`config.mk`:
```
export PLATFORM = sky130hd
export DESIGN_NAME = y86_seq_controller
export DESIGN_NICKNAME = d
export VERILOG_FILES = /design/src/rtl/y86_pkg.sv /design/src/rtl/y86_cond_eval.sv /design/src/rtl/y86_seq_controller.sv
export SDC_FILE = /design/constraint.sdc
export NUM_CORES = 1
export LEC_CHECK = 0
export ABC_AREA = 1
export CAP_MARGIN = 15
export CELL_PAD_IN_SITES_DETAIL_PLACEMENT = 1
export CELL_PAD_IN_SITES_GLOBAL_PLACEMENT = 2
export CORE_MARGIN = 5
export CORE_UTILIZATION = 23
export CTS_BUF_LIST = sky130_fd_sc_hd__clkbuf_8
export DETAILED_ROUTE_END_ITERATION = 7
export PLACE_DENSITY_LB_ADDON = 0.1
export RECOVER_POWER = 50
export SLEW_MARGIN = 15
export SYNTH_ARGS = -nofsm -noshare
export SYNTH_HDL_FRONTEND = slang
export SYNTH_SLANG_ARGS = --single-unit
export TNS_END_PERCENT = 100
```
`constraint.sdc`:
```
create_clock -name clk -period 1.8 [get_ports clk]
set_clock_uncertainty 0.1 [all_clocks]
set_input_delay 0.36 -clock clk [delete_from_list [all_inputs] [get_ports clk]]
set_output_delay 0.36 -clock clk [all_outputs]
set_load 0.01 [all_outputs]
```
`src/rtl/y86_pkg.sv`:
```
// rtl/y86_pkg.sv - shared Y86 constants: icodes, status codes, sequencer states, CC bit indices
package y86_pkg;

  localparam logic [3:0] I_HALT   = 4'h0;
  localparam logic [3:0] I_NOP    = 4'h1;
  localparam logic [3:0] I_RRMOVQ = 4'h2;
  localparam logic [3:0] I_IRMOVQ = 4'h3;
  localparam logic [3:0] I_RMMOVQ = 4'h4;
  localparam logic [3:0] I_MRMOVQ = 4'h5;
  localparam logic [3:0] I_OPQ    = 4'h6;
  localparam logic [3:0] I_JXX    = 4'h7;
  localparam logic [3:0] I_CALL   = 4'h8;
  localparam logic [3:0] I_RET    = 4'h9;
  localparam logic [3:0] I_PUSHQ  = 4'hA;
  localparam logic [3:0] I_POPQ   = 4'hB;

  localparam logic [1:0] STAT_AOK = 2'd0;
  localparam logic [1:0] STAT_HLT = 2'd1;
  localparam logic [1:0] STAT_ADR = 2'd2;
  localparam logic [1:0] STAT_INS = 2'd3;

  localparam int CC_ZF = 0;
  localparam int CC_SF = 1;
  localparam int CC_OF = 2;

  // zf=1 out of reset so a bare "je" before any OPq is taken
  localparam logic [2:0] CC_RESET = 3'b001;

  typedef enum logic [2:0] {
    S_IDLE,
    S_FETCH,
    S_DECODE,
    S_EXECUTE,
    S_MEMORY,
    S_WRITEBACK,
    S_PCUPD,
    S_HALT
  } state_t;

  // Instructions that touch data memory and therefore pass through MEMORY
  function automatic logic uses_mem(input logic [3:0] code);
    return (code == I_RMMOVQ) || (code == I_MRMOVQ) || (code == I_CALL) ||
           (code == I_RET)    || (code == I_PUSHQ)  || (code == I_POPQ);
  endfunction

endpackage

```
`src/rtl/y86_cond_eval.sv`:
```
// rtl/y86_cond_eval.sv - combinational jXX/cmovXX condition from ifun and condition codes
module y86_cond_eval
  import y86_pkg::*;
(
  input  logic [3:0] ifun,
  input  logic [2:0] cc,
  output logic       cnd
);

  logic zf, sf, of_, lt;

  assign zf  = cc[CC_ZF];
  assign sf  = cc[CC_SF];
  assign of_ = cc[CC_OF];
  assign lt  = sf ^ of_;

  // Decode the condition field; unknown function codes are never taken
  always_comb begin
    cnd = 1'b0;
    case (ifun)
      4'd0:    cnd = 1'b1;
      4'd1:    cnd = lt | zf;
      4'd2:    cnd = lt;
      4'd3:    cnd = zf;
      4'd4:    cnd = ~zf;
      4'd5:    cnd = ~lt;
      4'd6:    cnd = ~lt & ~zf;
      default: cnd = 1'b0;
    endcase
  end

endmodule

```
`src/rtl/y86_seq_controller.sv`:
```
// rtl/y86_seq_controller.sv - sequential Y86 stage sequencer, CC/cnd owner, status; PERF_CNT_EN enables counters
module y86_seq_controller
  import y86_pkg::*;
#(
  parameter int MEM_TIMEOUT = 16,
  parameter int CNT_W       = 32
) (
  input  logic             clk,
  input  logic             rst,
  input  logic             start,
  input  logic [3:0]       icode,
  input  logic [3:0]       ifun,
  input  logic             instr_valid,
  input  logic             imem_error,
  input  logic [2:0]       alu_flags,
  input  logic             dmem_ack,
  input  logic             dmem_error,
  output logic             fetch_en,
  output logic             decode_en,
  output logic             exec_en,
  output logic             mem_en,
  output logic             wb_en,
  output logic             pc_en,
  output logic             dmem_req,
  output logic [2:0]       cc,
  output logic             cnd,
  output logic [1:0]       stat,
  output logic             halted,
  output logic [CNT_W-1:0] cycle_cnt,
  output logic [CNT_W-1:0] instr_cnt
);

  state_t      state;
  logic [31:0] wait_cnt;
  logic        cond_raw;
  logic        wait_expired;
  logic        is_branchy;

  y86_cond_eval u_cond_eval (
    .ifun (ifun),
    .cc   (cc),
    .cnd  (cond_raw)
  );

  // MEM_TIMEOUT of 0 means a memory access may stall indefinitely
  assign wait_expired = (MEM_TIMEOUT != 0) && (wait_cnt == 32'(MEM_TIMEOUT - 1));
  assign is_branchy   = (icode == I_RRMOVQ) || (icode == I_JXX);

  // Stage sequencer; enables are registered alongside the state they belong to
  always_ff @(posedge clk) begin
    if (rst) begin
      state     <= S_IDLE;
      fetch_en  <= 1'b0;
      decode_en <= 1'b0;
      exec_en   <= 1'b0;
      mem_en    <= 1'b0;
      wb_en     <= 1'b0;
      pc_en     <= 1'b0;
      dmem_req  <= 1'b0;
      cc        <= CC_RESET;
      cnd       <= 1'b0;
      stat      <= STAT_AOK;
      halted    <= 1'b0;
      wait_cnt  <= '0;
    end else begin
      fetch_en  <= 1'b0;
      decode_en <= 1'b0;
      exec_en   <= 1'b0;
      mem_en    <= 1'b0;
      wb_en     <= 1'b0;
      pc_en     <= 1'b0;
      dmem_req  <= 1'b0;
      case (state)
        S_IDLE: begin
          if (start) begin
            state    <= S_FETCH;
            fetch_en <= 1'b1;
          end
        end
        S_FETCH: begin
          state     <= S_DECODE;
          decode_en <= 1'b1;
        end
        S_DECODE: begin
          if (imem_error) begin
            state  <= S_HALT;
            stat   <= STAT_ADR;
            halted <= 1'b1;
          end else if (!instr_valid) begin
            state  <= S_HALT;
            stat   <= STAT_INS;
            halted <= 1'b1;
          end else if (icode == I_HALT) begin
            state  <= S_HALT;
            stat   <= STAT_HLT;
            halted <= 1'b1;
          end else begin
            state   <= S_EXECUTE;
            exec_en <= 1'b1;
          end
        end
        S_EXECUTE: begin
          // cnd is evaluated against the flags from the previous OPq
          cnd <= is_branchy ? cond_raw : 1'b0;
          if (icode == I_OPQ) begin
            cc <= alu_flags;
          end
          if (uses_mem(icode)) begin
            state    <= S_MEMORY;
            mem_en   <= 1'b1;
            dmem_req <= 1'b1;
            wait_cnt <= '0;
          end else begin
            state <= S_WRITEBACK;
            wb_en <= 1'b1;
          end
        end
        S_MEMORY: begin
          // An ack arriving on the timeout cycle is honoured as a normal completion
          if (dmem_ack) begin
            if (dmem_error) begin
              state  <= S_HALT;
              stat   <= STAT_ADR;
              halted <= 1'b1;
            end else begin
              state <= S_WRITEBACK;
              wb_en <= 1'b1;
            end
          end else if (wait_expired) begin
            state  <= S_HALT;
            stat   <= STAT_ADR;
            halted <= 1'b1;
          end else begin
            mem_en   <= 1'b1;
            dmem_req <= 1'b1;
            wait_cnt <= wait_cnt + 32'd1;
          end
        end
        S_WRITEBACK: begin
          state <= S_PCUPD;
          pc_en <= 1'b1;
        end
        S_PCUPD: begin
          state    <= S_FETCH;
          fetch_en <= 1'b1;
        end
        S_HALT: begin
          state <= S_HALT;
        end
        default: begin
          state <= S_IDLE;
        end
      endcase
    end
  end

`ifdef PERF_CNT_EN
  // Active-cycle and retired-instruction counters, both free-running with wrap
  always_ff @(posedge clk) begin
    if (rst) begin
      cycle_cnt <= '0;
      instr_cnt <= '0;
    end else begin
      if (state != S_IDLE && state != S_HALT) begin
        cycle_cnt <= cycle_cnt + 1'b1;
      end
      if (state == S_PCUPD) begin
        instr_cnt <= instr_cnt + 1'b1;
      end
    end
  end
`else
  assign cycle_cnt = '0;
  assign instr_cnt = '0;
`endif

endmodule
```
Word level (Yosys, flattened, before mapping)
Cells that the tools add are included.
{ "word_totals": {"wordCells": 108, "inputBits": 18, "out_inout_bits": 78, "ff_bits": 48} }
{ "op_classes": {"add_sub_neg": 1, "eq_ne": 30, "reduce_logical": 16, "n_mux": 42, "n_bitwise": 7} }
{ "op_table": {"columns": ["op", "n"], "rows": [
  ["two-way mux 32 bit", 3],
  ["case mux 32 bit (2 select lines)", 1],
  ["adder 32 x 1 -> 32 bit (second input constant)", 1],
  ["== test 32 x 4 -> 1 bit (second input constant)", 1],
  ["== test 4 x 3 -> 1 bit (second input constant)", 7],
  ["case mux 3 bit (8 select lines)", 1],
  ["two-way mux 1 bit", 18],
  ["two-way mux 3 bit", 6],
  ["== test 4 bit (second input constant)", 4],
  ["two-way mux 2 bit", 7],
  ["== test 3 bit (second input constant)", 4],
  ["== test 4 x 2 -> 1 bit (second input constant)", 3],
  ["logical NOT 4 bit", 2],
  ["!= test 2 bit (second input constant)", 4],
  ["case mux 1 bit (2 select lines)", 4],
  ["AND reduction 4 bit", 2],
  ["case mux 1 bit (7 select lines)", 1],
  ["== test 3 x 2 -> 1 bit (second input constant)", 2],
  ["logical OR 1 bit", 6],
  ["!= test 3 bit (second input constant)", 2],
  ["== test 4 x 1 -> 1 bit (second input constant)", 1],
  ["!= test 4 bit (second input constant)", 1],
  ["NOT 1 bit", 4],
  ["case mux 2 bit (2 select lines)", 1],
  ["8 further kinds", 10]
]} }

Longest topological paths before layout
{ "depth": {"ltp_word": 8, "mapped_depth": 11, "ltp_nobuf": 11} }

By module
From an unflattened synthesis, not the netlist that was laid out.
{ "hier_totals": {"hier_cells": 507, "hier_area_um2": 3170.5} }
{ "by_module_without_submodules": {"columns": ["mod", "instances", "area_each_um2", "seq_area_each_um2", "cells_each"], "rows": [
  ["y86_seq_controller", 1, 3075.4, 960.9, 484],
  ["y86_cond_eval", 1, 95.1, 0.0, 23]
]} }

Least setup slack after synthesis
OpenSTA, ideal clock, no wires.
{ "synth_timing": {"kind": "register to register", "startpoint": "register wait_cnt[0]", "endpoint": "register wait_cnt[26]", "arrival_ns": 1.568, "path_slack_ns": 0.000, "path_buffers": 2, "required_time_ns": 1.568, "path_stages_with_launch": 11, "setup_ns": 0.132, "synth_period_minus_slack_ns": 1.800, "path_cell_list": "dfxtp_1 -> ha_1 -> nand3_2 -> nor2_1 -> nand2_1 -> o21ai_2 -> nand2_1 -> buf_4 -> buf_6 -> nand2_1 -> a21oi_1"} }
{ "synth_via": {"elab_chain_len": 4, "word_cells_on_any_way": 7, "classes_between": "1 x add/sub; 2 x eq/ne; 3 x mux; 1 x reduce/logical"} }
{ "synth_lines": {"columns": ["item", "line_no", "rtl"], "rows": [
  ["from (decl)", "y86_seq_controller.sv:34", "logic [31:0] wait_cnt;"],
  ["from (signal assigned)", "y86_seq_controller.sv:136", "wait_cnt <= wait_cnt + 32'd1;"],
  ["adder 32 x 1 -> 32 bit", "y86_seq_controller.sv:136", null],
  ["two-way mux 32 bit", "y86_seq_controller.sv:129", "end else if (wait_expired) begin"],
  ["two-way mux 32 bit", "y86_seq_controller.sv:120", "if (dmem_ack) begin"],
  ["case mux 32 bit (2 select lines)", "y86_seq_controller.sv:73", "case (state)"]
]} }
Parallel ways exist; a longest one is shown, timed or not. The select of a mux whose other input is x is not followed.
A chain may end at the register's enable or synchronous reset.

Worst setup path after layout
{ "layout_timing": {"startpoint": "register cc[2]", "endpoint": "output cc[2]"} }
{ "layout_rtl": {"columns": ["item", "line_no", "rtl"], "rows": [
  ["from (decl)", "y86_seq_controller.sv:25", "output logic [2:0] cc,"],
  ["from (signal assigned)", "y86_seq_controller.sv:106", "cc <= alu_flags;"]
]} }
No word-level cell between the ends.

==> flow_summary.toml <==
[run_status]
outcome = "completed"

[route]
number_of_remaining_drc_errors = 0
route.antenna.remaining_nets = 0
routed_wl_um = 12300
detail_route.first_pass.iterations = 4
first_iter_violations = 91
vias_per_cell = 4.25
detailroute.via_count = 3581
wl_per_cell_um = 14.6

[grt]
grt_util_met2_pct = 23.7
global_route.peak_usage_layer = "met2"
grt_max_degree = 37
grt_first_pass_wirelength_um = 19500
globalRoute.totalOverflow = 0
grtUsageMet1_pct = 17.9
grt_use_met3_pct = 2.64
via_count_of_the_first_global_routing_pass = 3708
grt.total_usage_pct = 13.8
grt_antenna_before_repair = 0

[worst_setup_path]
worst-path-buf-inv = 1
timing.critical_path.to_type = "primary output"
timing.critical_path.slowest_stage_cell = "clkdlybuf4s50_1"
cp.required_ps = 1340
cp-start-kind = "flip-flop"
critical_path.max_stage_delay_ps = 560
crit_arrival_ps = 1280
crit_chain = "clkdlybuf4s50_1"
timing_worst_setup_path_type = "flip-flop to primary output"
critPathTopFamily = "buffers and inverters"
worst-path-max-fanout = 3

[clock_network]
cts-root-buf = "clkbuf_8"
cts_tree = "yes"
cts_hold_fix_bufs = 0
cts_htree_levels = 2
clock_tree.buffer_depth = 2
cts_inserted_buffers = 5
worst_skew_pair_latency_ps = 330
cts.sink_count = 48
clock_slew_seen_by_the_registers_of_the_worst_setup_and_hold_paths_ps = 90

[synth]
mappedNetlistArea_um2 = 3510
yosysUniqueCellTypes = 32
synth_top_cell_by_area = "dfxtp_1"
ys_warn_count = 0
syn_inst = 584
synth_area_leaders = "dfxtp_1 27%, nand2_1 18%, buf_4 14%, nor2_1 12%, nand3_1 7.7%"
post_synth_top_area_share_pct = 27.3
synth_seq_cells = 48
synthesis.area_per_instance_um2 = 6.02
ys_seq_area_share_pct = 27.3

[place]
placement.cell_area_um2 = 4090
dpl_worst_slack_ps = -371
gp_congestion = 0.790
dp_hpwl_um = 9530
port_buffers = 31
placed_cells = 834

[pwr]
totalPowerFinal_mw = 2.85
cellPowerDensity_nw_per_um2 = 655
power.static_leakage_nw = 1.65
irDropWorstVdd_mv = 0.452

[final_layout]
nFillCells = 1979
final_common_cell = "nand2_1"
design_area_um2 = 4360
commonest_cells_after_routing_fill_and_taps_aside = "160 x nand2_1, 93 x nor2_1, 64 x conb_1"
layout_cell_share_with_drive_strength_beyond_1_pct = 17.6
final_cell_count_no_fill = 842
insertedDiodeCount = 0
design.final.nets = 673
area_growth_pct = 24.0

[timing]
fin_crit_ps = 1740
report.final.setup_viol = 0
finalWorstSetupSlack_ps = 63.2
max_freq_ghz = 0.576
grt_setup_unrepaired = "true"
final.hold.worst_slack_ps = 368
finalCritPeriodShare_pct = 96.5
timing_max_transition_violations_final = 0
hold_viol = 0

[hold_path]
worst_hold_path_type = "flip-flop to flip-flop"

[floorplan]
floorplan.io_pins = 96
fp.dieW_um = 134
die_span_in_y_um = 134
die_area_um2 = 17900
core_area_um2 = 15100
floorplan.initialDensity_pct = 23.3
rows = 45

[run]
maxCapViolCount = 0
[layout make-up]
class / instances / area, um2 / area share [%]
clock inverters: 2 / 12.5 / 0.287
flip-flops and latches: 48 / 997 / 22.9
multi-input cells: 476 / 2150 / 49.4
well taps: 188 / 235 / 5.40
inverters: 42 / 158 / 3.62
clock buffers: 5 / 68.8 / 1.58
repair buffers: 81 / 734 / 16.8
[worst register-to-register path: stages (launching register included)]
cell and delay (ps):
dfxtp_2 350, nor2_1 120, nand3_1 100, nor2_2 130, nand2_2 100, o21ai_4 240
nand2_4 120, buf_12 170, a21oi_1 140, nor2_1 60
[per-stage QoR]
stage / setup TNS [ps] / utilization [%]
floorplan: 0 / -
global placement: -7220 / 27.1
detailed placement: -8190 / 27.1
CTS: -106 / 27.7
global route: -470 / 28.9
finish: 0 / 28.9
[kinds of logic after synthesis]
| kind of cell | after synthesis | share of synthesized area (%) |
|---|---|---|
| AO/OA/AOI/OAI | 52 | 7.80 |
| XOR/XNOR | 8 | 1.99 |
| adder cells (fa/ha/maj) | 1 | 0.356 |
| buffers and inverters | 123 | 21.3 |
| flip-flops | 48 | 27.3 |
| other | 1 | 0.107 |
| AND/OR/NAND/NOR | 351 | 41.1 |
[cells in the mapped netlist (all sizes together)]
master and count:
or2 2, a211oi 1, o22ai 1, nand4 3, nand3 55, conb 1, dfxtp 48, buf 74
xor2 3, a21oi 39, nor3 7, nor3b 3, clkbuf 7, nand2 168, ha 1, xnor2 5
inv 41, nor2 113, o21ai 10, o211ai 1, clkinv 1
[where the power goes]
| part | leakage [nW] | switching, mW | internal, mW |
|---|---|---|---|
| Clock | 0.0400 | 0.413 | 0.264 |
| Combinational | 1.21 | 0.636 | 0.359 |
| Sequential | 0.398 | 0.0530 | 1.13 |
| Total | 1.65 | 1.10 | 1.75 |
[worst paths after layout]
check	start	endpoint	slack, ps	cells after the start
setup / recovery	cc[2]$_SDFFE_PP0P_	cc[2]	60	1
hold reg to reg	halted$_SDFFE_PP0P_	halted$_SDFFE_PP0P_	370	2
setup reg to reg	wait_cnt[22]$_SDFFE_PP0P_	wait_cnt[3]$_SDFFE_PP0P_	70	9
hold / removal	halted$_SDFFE_PP0P_	halted$_SDFFE_PP0P_	370	2
[registers in the layout (all words and copies together) (netlist names)]
| register | count |
|---|---|
| cc | 3 |
| cnd | 1 |
| decode_en | 1 |
| dmem_req | 1 |
| exec_en | 1 |
| fetch_en | 1 |
| halted | 1 |
| pc_en | 1 |
| stat | 2 |
| state | 3 |
| wait_cnt | 32 |
| wb_en | 1 |
[per-layer routing]
metal,routed length [um],vias up
met4,101,0
met2,6050,50
li1,-,1846
met5,0,-
met3,301,7
met1,5800,1678
[repair_timing]
item                                    4_1_cts  5_1_grt
cloned                                        0        1
pin swaps                                     0        5
buffers inserted                              0        0
gates resized for setup                       2       62
endpoints found under the setup margin        6       41
Power figures use the tool's default switching activity.
